--- config.mk ---
export PLATFORM = sky130hd
export DESIGN_NAME = c17_bist_ctrl_flat
export DESIGN_NICKNAME = d
export VERILOG_FILES = /design/src/rtl/c17_bist_ctrl_if.sv /design/src/rtl/c17_bist_ctrl.sv /design/src/flat_wrapper.sv
export SDC_FILE = /design/constraint.sdc
export NUM_CORES = 1
export LEC_CHECK = 0
export CAP_MARGIN = 20
export CORE_MARGIN = 1.5
export CORE_UTILIZATION = 44
export CTS_CLUSTER_SIZE = 25
export DETAILED_ROUTE_END_ITERATION = 16
export PLACE_DENSITY = 0.69
export RECOVER_POWER = 50
export SYNTH_ARGS = -nofsm -noshare
export SYNTH_HDL_FRONTEND = slang
export SYNTH_SLANG_ARGS = --single-unit
export TNS_END_PERCENT = 50
--- constraint.sdc ---
create_clock -name clock -period 1.8 [get_ports clock]
set_clock_uncertainty 0.1 [all_clocks]
set_input_delay 0.18 -clock clock [delete_from_list [all_inputs] [get_ports clock]]
set_output_delay 0.18 -clock clock [all_outputs]
set_load 0.03 [all_outputs]
--- src/rtl/c17_bist_ctrl_if.sv ---
// Handshake/bus bundle between the c17 BIST controller (slave side) and the
// harness holding the c17 instance (master side).
interface c17_bist_ctrl_if;
    // start is a level sampled on every rising edge. It has no ready
    // partner: a run is accepted only in IDLE/DONE and ignored otherwise.
    // busy, done, pass, signature and dbg_state are registered status.
    logic       start;
    logic [4:0] cut_in;
    logic [1:0] cut_out;
    logic       busy;
    logic       done;
    logic       pass;
    logic [7:0] signature;
    logic [1:0] dbg_state;

    modport slave (
        input  start,
        input  cut_out,
        output cut_in,
        output busy,
        output done,
        output pass,
        output signature,
        output dbg_state
    );

    modport master (
        output start,
        output cut_out,
        input  cut_in,
        input  busy,
        input  done,
        input  pass,
        input  signature,
        input  dbg_state
    );
endinterface

--- src/rtl/c17_bist_ctrl.sv ---
// BIST controller for the c17 benchmark: 5-bit LFSR stimulus, 8-bit MISR
// compaction, golden compare. Optional macro BIST_ZERO_PATTERN_EN adds an all-zero pattern.
module c17_bist_ctrl #(
    parameter int         N_PAT  = 31,
    parameter logic [4:0] SEED   = 5'h01,
    parameter logic [7:0] GOLDEN = 8'h00
) (
    input logic            clock,
    input logic            reset,
    c17_bist_ctrl_if.slave bus
);

    typedef enum logic [1:0] {
        S_IDLE  = 2'd0,
        S_RUN   = 2'd1,
        S_CHECK = 2'd2,
        S_DONE  = 2'd3
    } state_t;

`ifdef BIST_ZERO_PATTERN_EN
    // One extra counter value covers the trailing all-zero pattern.
    localparam int CW   = 6;
    localparam int LAST = N_PAT;
`else
    localparam int CW   = 5;
    localparam int LAST = N_PAT - 1;
`endif

    localparam logic [CW-1:0] CNT_LAST = CW'(LAST);
    localparam logic [4:0]    SEED_EFF = (SEED == 5'h00) ? 5'h01 : SEED;

    state_t        r_state;
    state_t        w_state_nxt;
    logic [4:0]    r_lfsr;
    logic [4:0]    w_lfsr_nxt;
    logic [7:0]    r_misr;
    logic [7:0]    w_misr_nxt;
    logic [CW-1:0] r_cnt;
    logic [CW-1:0] w_cnt_nxt;
    logic          r_done;
    logic          w_done_nxt;
    logic          r_pass;
    logic          w_pass_nxt;
    logic          w_misr_fb;
    logic          w_lfsr_fb;
    logic          w_zero_cycle;

    assign w_misr_fb = r_misr[7] ^ r_misr[3] ^ r_misr[2] ^ r_misr[1];
    assign w_lfsr_fb = r_lfsr[4] ^ r_lfsr[2];

`ifdef BIST_ZERO_PATTERN_EN
    assign w_zero_cycle = (r_state == S_RUN) && (r_cnt == CNT_LAST);
`else
    assign w_zero_cycle = 1'b0;
`endif

    always_ff @(posedge clock or posedge reset) begin
        if (reset) begin
            r_state <= S_IDLE;
            r_lfsr  <= SEED_EFF;
            r_misr  <= 8'h00;
            r_cnt   <= '0;
            r_done  <= 1'b0;
            r_pass  <= 1'b0;
        end else begin
            r_state <= w_state_nxt;
            r_lfsr  <= w_lfsr_nxt;
            r_misr  <= w_misr_nxt;
            r_cnt   <= w_cnt_nxt;
            r_done  <= w_done_nxt;
            r_pass  <= w_pass_nxt;
        end
    end

    always_comb begin
        w_state_nxt = r_state;
        w_lfsr_nxt  = r_lfsr;
        w_misr_nxt  = r_misr;
        w_cnt_nxt   = r_cnt;
        w_done_nxt  = r_done;
        w_pass_nxt  = r_pass;
        case (r_state)
            S_IDLE, S_DONE: begin
                if (bus.start) begin
                    w_lfsr_nxt  = SEED_EFF;
                    w_misr_nxt  = 8'h00;
                    w_cnt_nxt   = '0;
                    w_pass_nxt  = 1'b0;
                    w_done_nxt  = 1'b0;
                    w_state_nxt = S_RUN;
                end
            end
            S_RUN: begin
                // cut_out is the same-cycle response to the current cut_in.
                w_misr_nxt = {r_misr[6:0], w_misr_fb} ^ {6'b0, bus.cut_out};
                if (!w_zero_cycle) begin
                    w_lfsr_nxt = {r_lfsr[3:0], w_lfsr_fb};
                end
                w_cnt_nxt = r_cnt + CW'(1);
                if (r_cnt == CNT_LAST) begin
                    w_state_nxt = S_CHECK;
                end
            end
            S_CHECK: begin
                w_pass_nxt  = (r_misr == GOLDEN);
                w_done_nxt  = 1'b1;
                w_state_nxt = S_DONE;
            end
            default: begin
                w_state_nxt = S_IDLE;
            end
        endcase
    end

    assign bus.cut_in    = w_zero_cycle ? 5'b00000 : r_lfsr;
    assign bus.busy      = (r_state == S_RUN) || (r_state == S_CHECK);
    assign bus.done      = r_done;
    assign bus.pass      = r_pass;
    assign bus.signature = r_misr;
    assign bus.dbg_state = r_state;

endmodule
--- src/flat_wrapper.sv ---
// flat-port wrapper written by rule: the top's interface ports become plain ports
module c17_bist_ctrl_flat 
#(
    parameter int         N_PAT  = 31,
    parameter logic [4:0] SEED   = 5'h01,
    parameter logic [7:0] GOLDEN = 8'h00
)
  (clock, reset, bus_start, bus_cut_out, bus_cut_in, bus_busy, bus_done, bus_pass, bus_signature, bus_dbg_state);
  c17_bist_ctrl_if bus_i ();
  input logic clock;
  input logic reset;
  input wire logic [$bits(bus_i.start)-1:0] bus_start;
  input wire logic [$bits(bus_i.cut_out)-1:0] bus_cut_out;
  output wire logic [$bits(bus_i.cut_in)-1:0] bus_cut_in;
  output wire logic [$bits(bus_i.busy)-1:0] bus_busy;
  output wire logic [$bits(bus_i.done)-1:0] bus_done;
  output wire logic [$bits(bus_i.pass)-1:0] bus_pass;
  output wire logic [$bits(bus_i.signature)-1:0] bus_signature;
  output wire logic [$bits(bus_i.dbg_state)-1:0] bus_dbg_state;
  assign bus_i.start = bus_start;
  assign bus_i.cut_out = bus_cut_out;
  assign bus_cut_in = bus_i.cut_in;
  assign bus_busy = bus_i.busy;
  assign bus_done = bus_i.done;
  assign bus_pass = bus_i.pass;
  assign bus_signature = bus_i.signature;
  assign bus_dbg_state = bus_i.dbg_state;
  c17_bist_ctrl #(.N_PAT(N_PAT), .SEED(SEED), .GOLDEN(GOLDEN)) u_core (.clock(clock), .reset(reset), .bus(bus_i));
endmodule
Word level (Yosys, flattened, before mapping)
Cells that the tools add are included.
Operators by class
  reductions and logical operators: 9
  muxes and demuxes: 12
  add/subtract/negate cells: 1
  bitwise gates (word level): 5
  equality and inequality tests: 6
Operators with widths (count)
  one-hot mux 5 bit (2 select lines): 2
  one-hot mux 8 bit (2 select lines): 1
  2-to-1 mux 5 bit: 2
  zero test 8 bit: 1
  2-to-1 mux 8 bit: 1
  XOR 8 x 2 -> 8 bit: 1
  one-hot mux 2 bit (3 select lines): 1
  AND reduction 2 bit: 3
  adder 5 x 1 -> 5 bit (second input constant): 1
  equality test 5 bit (second input constant): 1
  equality test 2 bit (second input constant): 2
  2-to-1 mux 2 bit: 2
  one-hot mux 1 bit (2 select lines): 2
  nonzero test 2 bit: 2
  XOR 1 bit: 4
  equality test 2 x 1 -> 1 bit (second input constant): 1
  zero test 2 bit: 1
  inequality test 2 x 1 -> 1 bit (second input constant): 1
  inequality test 2 bit (second input constant): 1
  OR reduction 2 bit: 1
  logical OR 1 bit: 1
  2-to-1 mux 1 bit: 1
Storage, ports and cells
  input bits: 5
  register bits: 22
  logic and storage cells: 39

Logic depth before layout (Yosys ltp)
Gate-level depths: netlist (run 1).
  depth in word-level cells: 5
  depth in mapped cells: 8
  depth with buffers taken out: 5

Worst setup path after synthesis (run 1)
OpenSTA, ideal clock, no wires.
  path type: reg-to-reg
  start: reg u_core.r_state[0], in the netlist u_core.bus.dbg_state[0]
  end: reg u_core.r_cnt[2]
  cell stages (with the launch flop): 8
  setup time: 77 ps
  period minus slack after synthesis: 1936 ps
  slack: -136 ps
  path buffers: 2
  arrival: 1759 ps
  cell sequence: dfrtp_1 -> inv_1 -> ha_1 -> buf_6 -> mux2i_1 -> buf_6 -> or3_1 -> a21oi_1
On the way
  word-level cells in the longest chain between the ends: 4
Ends and longest elaborated chain
  start, declared: line c17_bist_ctrl.sv:32  | state_t r_state;
  start signal, assigned: line c17_bist_ctrl.sv:66  | r_state <= w_state_nxt;
  equality test 2 bit / zero test 2 bit (equally long branches): line c17_bist_ctrl.sv:82  | case (r_state)
  OR reduction 2 bit: line c17_bist_ctrl.sv:82
  inequality test 2 bit (no source line) / nonzero test 2 bit (equally long branches)
  AND reduction 2 bit (no source line)
  end signal, assigned: line c17_bist_ctrl.sv:69  | r_cnt <= w_cnt_nxt;
  end, declared: line c17_bist_ctrl.sv:38  | logic [CW-1:0] r_cnt;
Several ways; a longest one is shown, not always the timed one.
A chain may end at the register's enable or synchronous reset.

Worst setup path after layout (run 1)
  start: reg u_core.r_state[0], in the netlist u_core.bus.dbg_state[0]
  end: reg u_core.r_cnt[4]
The elaborated chain is that of the path after synthesis.

==> impl_summary.log, run 1 <==
INFO  metric number_of_register_bits_inferred_by_synthesis = 22
INFO  metric number_of_enable_flip_flop_cells_after_synthesis = 0
INFO  metric worst-path-max-fanout = 9
INFO  metric timing.hold.worst.class = in2reg
INFO  metric static-leakage-power = 0.6183 nW
INFO  metric n_antenna_cell = 0
INFO  metric synth_top_cells_by_area = dfrtp_1 (49%), a22o_1 (8.2%), ha_1 (5.8%)
INFO  metric max_freq = 0.5734 GHz
INFO  metric areaGrowthSynthToFinish = 28.70%
INFO  metric io_buffers = 22
INFO  metric number_of_distinct_library_cells_after_synthesis = 29
INFO  metric timing.critical_path.to_type = flip-flop
INFO  metric dieWidth = 52.37 um
INFO  metric rows = 17
INFO  metric syn-cell-area = 1072 sq um
INFO  metric crit_path_top_delay_cell = dfrtp_2
INFO  metric max_ir_drop_vdd = 0.001507 V
INFO  metric pwr_density_cell = 1955 nW/um^2
INFO  metric final_core_utilization = 0.6121
INFO  metric standard_cell_core_area = 2255 sq um
INFO  metric nets_in_the_synthesized_netlist = 107
INFO  metric worst_ep_arrival_time = 1890 ps
INFO  metric final_hold_viol_count = 0
INFO  metric avgRoutedWirePerCell = 13.72 um
INFO  metric cap_viol_max_count = 0
INFO  metric worstMarginPinSlew = 1168 ps
INFO  metric start_util = 0.4756
INFO  metric drive_gt1_frac = 0.1270
INFO  metric die_area = 2742 sq um
INFO  metric initialDrtViolationCount = 7
INFO  metric synth-async-reset-ratio = 1.000
INFO  metric report.final.slew_viol_count = 0
INFO  metric critical_path.startpoint_type = flip-flop
INFO  metric grt_remaining_overflow = 0
INFO  metric final-seq-area = 554.3 sq um
INFO  metric antenna_found_initial = 0
INFO  metric netlist_instances = 97
INFO  metric routabilityCongestion = 0.7227
INFO  metric h_tree_depth_reported_by_cts = 1
INFO  metric clk_pin_slew = 120 ps
INFO  metric clockBufferDepth = 2
INFO  metric worst_slew_margin_rel = 0.2214
INFO  metric fillCellCount = 207
INFO  metric highest_cell_delay_on_the_worst_timing_path = 460 ps
INFO  metric via_per_inst = 5.266
INFO  metric pin_count_of_the_biggest_net_entering_global_routing = 23
INFO  metric setup_total_negative_slack = 0 ps
INFO  metric number_of_vias_in_the_routed_layout = 811
INFO  metric detailedRoute.firstPassIterationCount = 2
INFO  metric synthFlopType = dfrtp_1
INFO  metric pre_cts_ws = 29.78 ps
INFO  metric final_hold_slack = 416.5 ps
INFO  metric drtAntennaViolNets = 0
INFO  metric synth_sequential_area_ratio = 0.5146
INFO  metric worst_skew_pair.late_latency = 300 ps
INFO  metric dpl.hpwl = 1508 um
INFO  metric data_required_time_of_the_worst_path = 1940 ps
INFO  metric die_height = 52.37 um
INFO  metric cts-buffers-inserted = 3
INFO  metric setup_viol_count_final = 0
INFO  metric clock_sink_count = 22
INFO  metric worst_setup_path_class = reg2reg
INFO  metric grt_first_pass_wirelength = 3753 um
INFO  metric min_cycle_time_layout = 1744 ps
INFO  metric final.setup.worst_slack = 56.01 ps
INFO  metric finalWirelength = 2113 um
INFO  metric clock_tree_from_tritoncts = built
INFO  metric grt_util_all_layers = 0.1844
INFO  metric drc = 0
INFO  metric cp_cell_sequence = inv_2 > ha_4 > mux2i_1 > buf_4 > or4_1 > a21oi_1
INFO  metric status = complete, no violations
INFO  metric post_synth.cell_area_avg = 11.05 sq um
INFO  metric root_buffer = clkbuf_4
INFO  metric netlist.top_cell.by_area = dfrtp_1
INFO  metric postCtsHoldBufs = 0
INFO  metric area_of_the_multi_input_gates = 471.7 sq um
INFO  metric fin_crit_sh = 0.9689
INFO  metric unrepaired_setup_endpoints_after_global_routing = yes
INFO  metric finalNetCount = 137
INFO  metric ys_warn_count = 0
INFO  metric grt_pass1_vias = 829
INFO  metric number_of_top_level_pins = 23
INFO  metric synth_top_area_share = 0.4901
cell usage after synthesis (all sizes together), types with 2 or more instances:
cell	number
a21oi	6
a22o	10
buf	4
dfrtp	21
ha	5
inv	7
mux2i	3
nand2	8
nand4	2
nor2	2
nor2b	3
o21ai	7
or3	2
xnor2	4
power breakdown:
group | total [mW] | switching (mW) | internal, mW
logic | 1.56 | 0.864 | 0.697
registers | 0.860 | 0.182 | 0.678
clock network | 0.277 | 0.154 | 0.123
kinds of logic (layout without fill, tap and decap cells):
kind of cell	count (synthesis)	count (layout)	share of synthesized area
compound gates	28	28	0.1785
simple gates	23	23	0.1097
flops	22	22	0.5146
buf+inv	11	40	0.05718
fa+ha+maj	5	5	0.05834
xor+xnor	5	5	0.05367
mux	3	3	0.02801
cells in the final DEF (no fill, tap or decap), drive strengths merged:
cell	n
a22o	10
dfstp	1
nor2b	3
mux2i	3
clkbuf	7
nand4	2
nor2	2
and2	1
clkdlybuf4s50	19
o31ai	1
xnor3	1
nand2	8
dlygate4sd2	1
ha	5
nor4	1
dfrtp	21
or4	1
buf	6
nand3	1
inv	7
o211ai	1
or3	2
a21oi	6
a21o	1
a32oi	1
nand2b	1
a21boi	1
nor3	1
xnor2	4
o21ai	7
registers in the layout, indices dropped and copies added (netlist names):
name	count
u_core.bus.dbg_state	2
u_core.bus.pass	1
u_core.r_cnt	5
u_core.bus.signature	8
u_core.bus.done	1
u_core.bus.cut_in	5
final timing paths:
kind | startpoint | endpoint | slack, ps | cells after the start
max in group asynchronous | reset | u_core.bus.dbg_state[1]$_DFFE_PP0P_ | 400 | 3
min in group asynchronous | reset | u_core.bus.signature[4]$_DFFE_PP0P_ | 430 | 3
min reg2reg | u_core.bus.cut_in[0]$_DFFE_PP1P_ | u_core.bus.cut_in[0]$_DFFE_PP1P_ | 430 | 2
max | u_core.bus.dbg_state[0]$_DFFE_PP0P_ | u_core.r_cnt[4]$_DFFE_PP0P_ | 60 | 6
max reg2reg | u_core.bus.dbg_state[0]$_DFFE_PP0P_ | u_core.r_cnt[4]$_DFFE_PP0P_ | 60 | 6
min | bus_cut_out[1] | u_core.bus.signature[1]$_DFFE_PP0P_ | 420 | 3
metrics by stage:
step	std cells	power, mW	instance area, sq um
3_3_place_gp	148	2.398	1345
5_1_grt	154	2.931	1380
3_5_place_dp	148	2.435	1345
6_report	154	2.698	1380
4_1_cts	152	2.696	1380
2_1_floorplan	97	1.941	1087
timing repair:
action                     in CTS  in global routing
setup endpoints to repair       2                  5
pin swaps                       0                  1
hold endpoints to repair        0                  0
gates resized for setup         3                  2
buffers inserted                0                  2
critical path: cells and delay by family, from the launching register on:
family | cells | cell delay, ps
muxes | 1 | 120
DFF | 1 | 460
and+or+nand+nor | 1 | 390
buffers and inverters | 2 | 260
adders and majority gates | 1 | 230
AOI/OAI and AO/OA | 1 | 130
layer usage:
| layer | routed length [um] | up-vias | track usage | share of wire |
|---|---|---|---|---|
| met5 | 0 | - | 0 | 0 |
| met3 | 77 | 2 | 0.03429 | 0.036 |
| met1 | 1009 | 390 | 0.2609 | 0.48 |
| li1 | - | 403 | - | - |
| met2 | 1010 | 16 | 0.2854 | 0.48 |
| met4 | 16 | 0 | 0.05556 | 0.0076 |
area by class of cell:
cell class	count	area share
Clock buffer	4	0.02629
Inverter	7	0.01904
Multi-Input combinational cell	64	0.3418
Sequential cell	22	0.4016
Tap cell	28	0.02539
Timing Repair Buffer	29	0.1859
No activity file was read; power rests on OpenSTA's default activity.
==> run 2, diff against run 1 <==
--- a/config.mk
+++ b/config.mk
@@ -5,6 +5,7 @@
 export SDC_FILE = /design/constraint.sdc
 export NUM_CORES = 1
 export LEC_CHECK = 0
+export ABC_CLOCK_PERIOD_IN_PS = 1800
 export CAP_MARGIN = 20
 export CORE_MARGIN = 1.5
 export CORE_UTILIZATION = 44
==> results of run 2 <==
No change in the layout: final DEF, timing and power equal those of run 1.
